## config.mk

```make
export PLATFORM = sky130hd
export DESIGN_NAME = uart_rx_fifo_flat
export DESIGN_NICKNAME = d
export VERILOG_FILES = /design/src/rtl/uart_rx_fifo_if.sv /design/src/rtl/uart_rx_fifo.sv /design/src/flat_wrapper.sv
export SDC_FILE = /design/constraint.sdc
export NUM_CORES = 1
export LEC_CHECK = 0
export CAP_MARGIN = 20
export CORE_MARGIN = 1
export CORE_UTILIZATION = 40
export DETAILED_ROUTE_END_ITERATION = 10
export HOLD_SLACK_MARGIN = 0.08
export PLACE_DENSITY = 0.6
export SYNTH_ARGS = -nofsm -noshare
export SYNTH_HDL_FRONTEND = slang
export SYNTH_SLANG_ARGS = --single-unit
```

## constraint.sdc

```tcl
create_clock -name clk -period 2.88 [get_ports clk]
set_clock_uncertainty 0.15 [all_clocks]
set_input_delay 0.432 -clock clk [delete_from_list [all_inputs] [get_ports clk]]
set_output_delay 0.432 -clock clk [all_outputs]
set_load 0.02 [all_outputs]
```

## src/rtl/uart_rx_fifo_if.sv

```systemverilog
// Receive FIFO bundle: push side from the UART receiver, pop side and status to the consumer.
interface uart_rx_fifo_if #(
   parameter int unsigned DEPTH_LOG2 = 3,
   parameter int unsigned DATA_W     = 8
);
   logic                  flush;
   logic                  wr_valid;
   logic [DATA_W-1:0]     wr_data;
   logic                  wr_err;
   logic                  rd_req;
   logic                  ovf_clr;
   logic                  rd_valid;
   logic [DATA_W-1:0]     rd_data;
   logic                  rd_err;
   logic                  empty;
   logic                  full;
   logic                  almost_full;
   logic [DEPTH_LOG2:0]   level;
   logic                  overflow;

   modport master (
      output flush, wr_valid, wr_data, wr_err, rd_req, ovf_clr,
      input  rd_valid, rd_data, rd_err, empty, full, almost_full, level, overflow
   );

   modport slave (
      input  flush, wr_valid, wr_data, wr_err, rd_req, ovf_clr,
      output rd_valid, rd_data, rd_err, empty, full, almost_full, level, overflow
   );
endinterface

```

## src/rtl/uart_rx_fifo.sv

```systemverilog
// Receive-side character FIFO: stores {err, data} per rx_valid pulse, registered pop,
// level/status flags and a sticky overflow flag.
module uart_rx_fifo #(
   parameter int unsigned DEPTH_LOG2 = 3,
   parameter int unsigned DATA_W     = 8,
   parameter int unsigned AF_LEVEL   = 6
) (
   input logic           clk,
   input logic           rst,
   uart_rx_fifo_if.slave bus
);
   localparam int unsigned Depth = 1 << DEPTH_LOG2;

   typedef logic [DEPTH_LOG2-1:0] ptr_t;
   typedef logic [DEPTH_LOG2:0]   lvl_t;

   localparam lvl_t FullLvl = lvl_t'(Depth);
   localparam lvl_t AfLvl   = lvl_t'(AF_LEVEL);

   logic [DATA_W:0]   mem_q [Depth];

   ptr_t              wr_ptr_q, wr_ptr_d;
   ptr_t              rd_ptr_q, rd_ptr_d;
   lvl_t              level_q, level_d;
   logic              rd_valid_q, rd_valid_d;
   logic [DATA_W-1:0] rd_data_q, rd_data_d;
   logic              rd_err_q, rd_err_d;
   logic              overflow_q, overflow_d;

   logic              empty_s, full_s, push, pop, drop;

   always_comb begin
      empty_s = (level_q == '0);
      full_s  = (level_q == FullLvl);
      // A pop frees a slot in the same cycle, so a push into a full FIFO with rd_req is kept.
      push    = bus.wr_valid && (!full_s || bus.rd_req) && !bus.flush;
      pop     = bus.rd_req && !empty_s && !bus.flush;
      drop    = bus.wr_valid && full_s && !bus.rd_req && !bus.flush;
   end

   always_comb begin
      wr_ptr_d   = wr_ptr_q;
      rd_ptr_d   = rd_ptr_q;
      level_d    = level_q;
      rd_valid_d = 1'b0;
      rd_data_d  = rd_data_q;
      rd_err_d   = rd_err_q;
      overflow_d = overflow_q;

      if (bus.flush) begin
         wr_ptr_d = '0;
         rd_ptr_d = '0;
         level_d  = '0;
      end else begin
         if (push) begin
            wr_ptr_d = wr_ptr_q + ptr_t'(1);
         end
         if (pop) begin
            rd_ptr_d                = rd_ptr_q + ptr_t'(1);
            rd_valid_d              = 1'b1;
            {rd_err_d, rd_data_d}   = mem_q[rd_ptr_q];
         end
         case ({push, pop})
            2'b10:   level_d = level_q + lvl_t'(1);
            2'b01:   level_d = level_q - lvl_t'(1);
            default: level_d = level_q;
         endcase
      end

      // A fresh drop beats a simultaneous clear.
      if (drop) begin
         overflow_d = 1'b1;
      end else if (bus.ovf_clr) begin
         overflow_d = 1'b0;
      end
   end

   always_ff @(posedge clk or posedge rst) begin
      if (rst) begin
         wr_ptr_q   <= '0;
         rd_ptr_q   <= '0;
         level_q    <= '0;
         rd_valid_q <= 1'b0;
         rd_data_q  <= '0;
         rd_err_q   <= 1'b0;
         overflow_q <= 1'b0;
      end else begin
         wr_ptr_q   <= wr_ptr_d;
         rd_ptr_q   <= rd_ptr_d;
         level_q    <= level_d;
         rd_valid_q <= rd_valid_d;
         rd_data_q  <= rd_data_d;
         rd_err_q   <= rd_err_d;
         overflow_q <= overflow_d;
      end
   end

   // Storage is not reset; only entries below level are ever read.
   always_ff @(posedge clk) begin
      if (push) begin
         mem_q[wr_ptr_q] <= {bus.wr_err, bus.wr_data};
      end
   end

   assign bus.rd_valid    = rd_valid_q;
   assign bus.rd_data     = rd_data_q;
   assign bus.rd_err      = rd_err_q;
   assign bus.level       = level_q;
   assign bus.empty       = empty_s;
   assign bus.full        = full_s;
   assign bus.almost_full = (level_q >= AfLvl);
   assign bus.overflow    = overflow_q;
endmodule

```

## src/flat_wrapper.sv

```systemverilog
// flat-port wrapper written by rule: the top's interface ports become plain ports
module uart_rx_fifo_flat 
#(
   parameter int unsigned DEPTH_LOG2 = 3,
   parameter int unsigned DATA_W     = 8,
   parameter int unsigned AF_LEVEL   = 6
)
  (clk, rst, bus_flush, bus_wr_valid, bus_wr_data, bus_wr_err, bus_rd_req, bus_ovf_clr, bus_rd_valid, bus_rd_data, bus_rd_err, bus_empty, bus_full, bus_almost_full, bus_level, bus_overflow);
  uart_rx_fifo_if #(.DEPTH_LOG2(DEPTH_LOG2), .DATA_W(DATA_W)) bus_i ();
  input logic clk;
  input logic rst;
  input wire logic [$bits(bus_i.flush)-1:0] bus_flush;
  input wire logic [$bits(bus_i.wr_valid)-1:0] bus_wr_valid;
  input wire logic [$bits(bus_i.wr_data)-1:0] bus_wr_data;
  input wire logic [$bits(bus_i.wr_err)-1:0] bus_wr_err;
  input wire logic [$bits(bus_i.rd_req)-1:0] bus_rd_req;
  input wire logic [$bits(bus_i.ovf_clr)-1:0] bus_ovf_clr;
  output wire logic [$bits(bus_i.rd_valid)-1:0] bus_rd_valid;
  output wire logic [$bits(bus_i.rd_data)-1:0] bus_rd_data;
  output wire logic [$bits(bus_i.rd_err)-1:0] bus_rd_err;
  output wire logic [$bits(bus_i.empty)-1:0] bus_empty;
  output wire logic [$bits(bus_i.full)-1:0] bus_full;
  output wire logic [$bits(bus_i.almost_full)-1:0] bus_almost_full;
  output wire logic [$bits(bus_i.level)-1:0] bus_level;
  output wire logic [$bits(bus_i.overflow)-1:0] bus_overflow;
  assign bus_i.flush = bus_flush;
  assign bus_i.wr_valid = bus_wr_valid;
  assign bus_i.wr_data = bus_wr_data;
  assign bus_i.wr_err = bus_wr_err;
  assign bus_i.rd_req = bus_rd_req;
  assign bus_i.ovf_clr = bus_ovf_clr;
  assign bus_rd_valid = bus_i.rd_valid;
  assign bus_rd_data = bus_i.rd_data;
  assign bus_rd_err = bus_i.rd_err;
  assign bus_empty = bus_i.empty;
  assign bus_full = bus_i.full;
  assign bus_almost_full = bus_i.almost_full;
  assign bus_level = bus_i.level;
  assign bus_overflow = bus_i.overflow;
  uart_rx_fifo #(.DEPTH_LOG2(DEPTH_LOG2), .DATA_W(DATA_W), .AF_LEVEL(AF_LEVEL)) u_core (.clk(clk), .rst(rst), .bus(bus_i));
endmodule
```

==> flow_summary.ini <==
[sta]
drv_slew = 0
grt_setup_unrepaired = false
hold_viol = 0
tightest_slew_ns = 0.856
fin_ws_ns = 0.190
fmax_mhz = 372
setup_viol = 0
period_minus_slack_ns = 2.69
finalCritPeriodShare = 0.934
relSlewSlack = 0.427
tns_ns = 0

[detailed_routing]
drt_iter0_drc = 106
drcViolationCount = 0
dr.pass1.iters = 6
routed_via_density = 5.06
routed_wl_microns = 7160
wl_per_cell_microns = 16.7
vias = 2175
drtAntennaViolNets = 0

[status]
outcome = finished clean

[run]
drv_cap = 0

[global_route]
grt.overflow.total = 0
met2_usage = 0.225
gr-usage-all-layers = 0.153
grt_pass1_vias = 2075
grt_max_degree = 22
use_met1 = 0.220
grt-busiest-layer = met2
grt_pass1_wl_microns = 11300
antenna_found_initial = 0
use_met3 = 0.0359

[yosys]
synth.most_common_cell = edfxtp_1
synth_top_area_frac = 0.545
synth-seq-cells = 93
synth_edf_count = 72
yosys-top-cells-count = edfxtp_1, mux2i_1, dfrtp_1
synthArstFlopShare = 0.226
synth.distinct_cells = 43
syn_area_per_cell_sq_um = 15.9
synth_top_cells_by_area = edfxtp_1, dfrtp_1, mux2i_1, mux2_4, a221oi_1
yosysWarnings = 0
syn_nets = 269
synth-seq-area-share = 0.678
yosysTopAreaCell = edfxtp_1
netlist_area_sq_um = 3960
syn_inst = 249
synthFlopType = edfxtp_1

[worst_setup_path]
cp.arrival_ns = 2.78
critPathLaunchType = flop
cp.required_ns = 2.97
cp_max_fo = 6
cp-end-kind = flop
worst-setup-path-type = flop to flop

[cells_and_area]
fin_area_sq_um = 4740
final_cells = 430
filler_cell_count = 801
diodes = 0
drive_gt1_frac = 0.176
syn2layout_area_growth_pct = 19.5
finalNetCount = 316

[clocking]
postCtsSetupBuffers = 0
cts.sinks = 93
cts_htree_levels = 3
cts_root_buf = clkbuf_8
numCtsBuffers = 9
cts_tree = done
ctsResizeCount = 0
clock_path_buffers = 2
worstSkewPairLatency_ns = 0.36
hold_buffers = 0
clkTransAtPathRegs_ns = 0.09

[placed_design]
gp_congestion = 0.772
dp_cells = 414
pre_cts_slack_ns = 0.184
port-buffer-count = 32
placed_area_sq_um = 4510
place_hpwl_microns = 4840

[die]
die_x_microns = 102
fp-row-count = 35
io_pins = 33
start_util = 0.421
core_area_sq_um = 9420
dieHeight_microns = 102
die_area_sq_um = 10300

[pwr]
pwr_density_cell_nw_per_um2 = 819
leakage_uw = 0.00170
peakVddDrop_mv = 0.338

[hold_path]
hold_class = flop to flop
cell families after synthesis:
logic type      after synthesis  share of synthesized area
flops                        93                      0.678
fa+ha+maj                     5                     0.0177
xor+xnor                      4                    0.00884
buf+inv                      16                     0.0227
simple gates                 46                     0.0612
compound gates               36                     0.0758
mux                          49                      0.136
flip-flops by register name (all words and copies together), names as in the netlist:
name	cells
u_core.mem_q	72
u_core.bus.rd_err	1
u_core.wr_ptr_q	3
u_core.bus.rd_data	8
u_core.rd_ptr_q	3
u_core.bus.level	4
u_core.bus.rd_valid	1
u_core.bus.overflow	1
per-stage QoR:
step	hold WS, ns	power (uW)	utilization
floorplan	0.259	2550	-
global placement	0.328	2940	0.479
detailed placement	0.330	2950	0.479
CTS	0.351	3930	0.503
global route	0.367	4070	0.503
finish	0.343	3880	0.503
cells in the final DEF (no fill, tap or decap), types with 4 or more instances in the layout:
cell type,count
a22o_1,9
nor3_1,4
a221oi_1,9
nand2b_1,4
clkbuf_8,9
dfrtp_1,20
nor2b_1,5
buf_4,17
edfxtp_1,72
a21oi_1,4
nand2_1,5
clkdlybuf4s50_1,32
nand3_1,4
nor2_1,14
ha_1,4
mux2i_1,38
mux2_4,9
layer usage:
layer  vias to the layer above  routed length (microns)
met5                         -                        0
met4                         0                       45
met3                         6                      301
met2                        52                     3210
met1                      1068                     3610
li1                       1049                        -
area by class of cell:
class	count	area [sq um]	area share
multi-input combinational	140	1200	0.253
inverter	3	13.8	0.00290
clock buffer	9	124	0.0261
timing repair buffer	49	448	0.0945
sequential	93	2690	0.567
tap	129	161	0.0341
clock inverter	7	104	0.0219
final timing paths:
kind	start	to	slack, ns	depth (start not counted)
max in group asynchronous	rst	u_core.rd_ptr_q[0]	1.65	2
hold reg to reg	u_core.bus.overflow	u_core.bus.overflow	0.34	1
hold / removal	u_core.bus.overflow	u_core.bus.overflow	0.34	1
min in group asynchronous	rst	u_core.bus.rd_data[2]	0.37	2
setup / recovery	u_core.bus.level[1]	u_core.bus.level[3]	0.19	9
setup reg to reg	u_core.bus.level[1]	u_core.bus.level[3]	0.19	9
worst max-delay path, cell delays in order, from the launching register on:
cell,delay [ns]
dfrtp_1,0.39
or4_4,0.61
nand2_1,0.17
nor3_1,0.09
buf_4,0.15
ha_1,0.33
a21oi_1,0.29
nand3_1,0.12
a32oi_1,0.20
a21oi_1,0.08
where the power goes:
group          switching, uW  internal (uW)  leakage [uW]
clock network            469            501      0.000115
logic                    583            647      0.000663
registers                119           1560      0.000919
total                   1170           2710       0.00170
No activity file was read; power rests on OpenSTA's default activity.
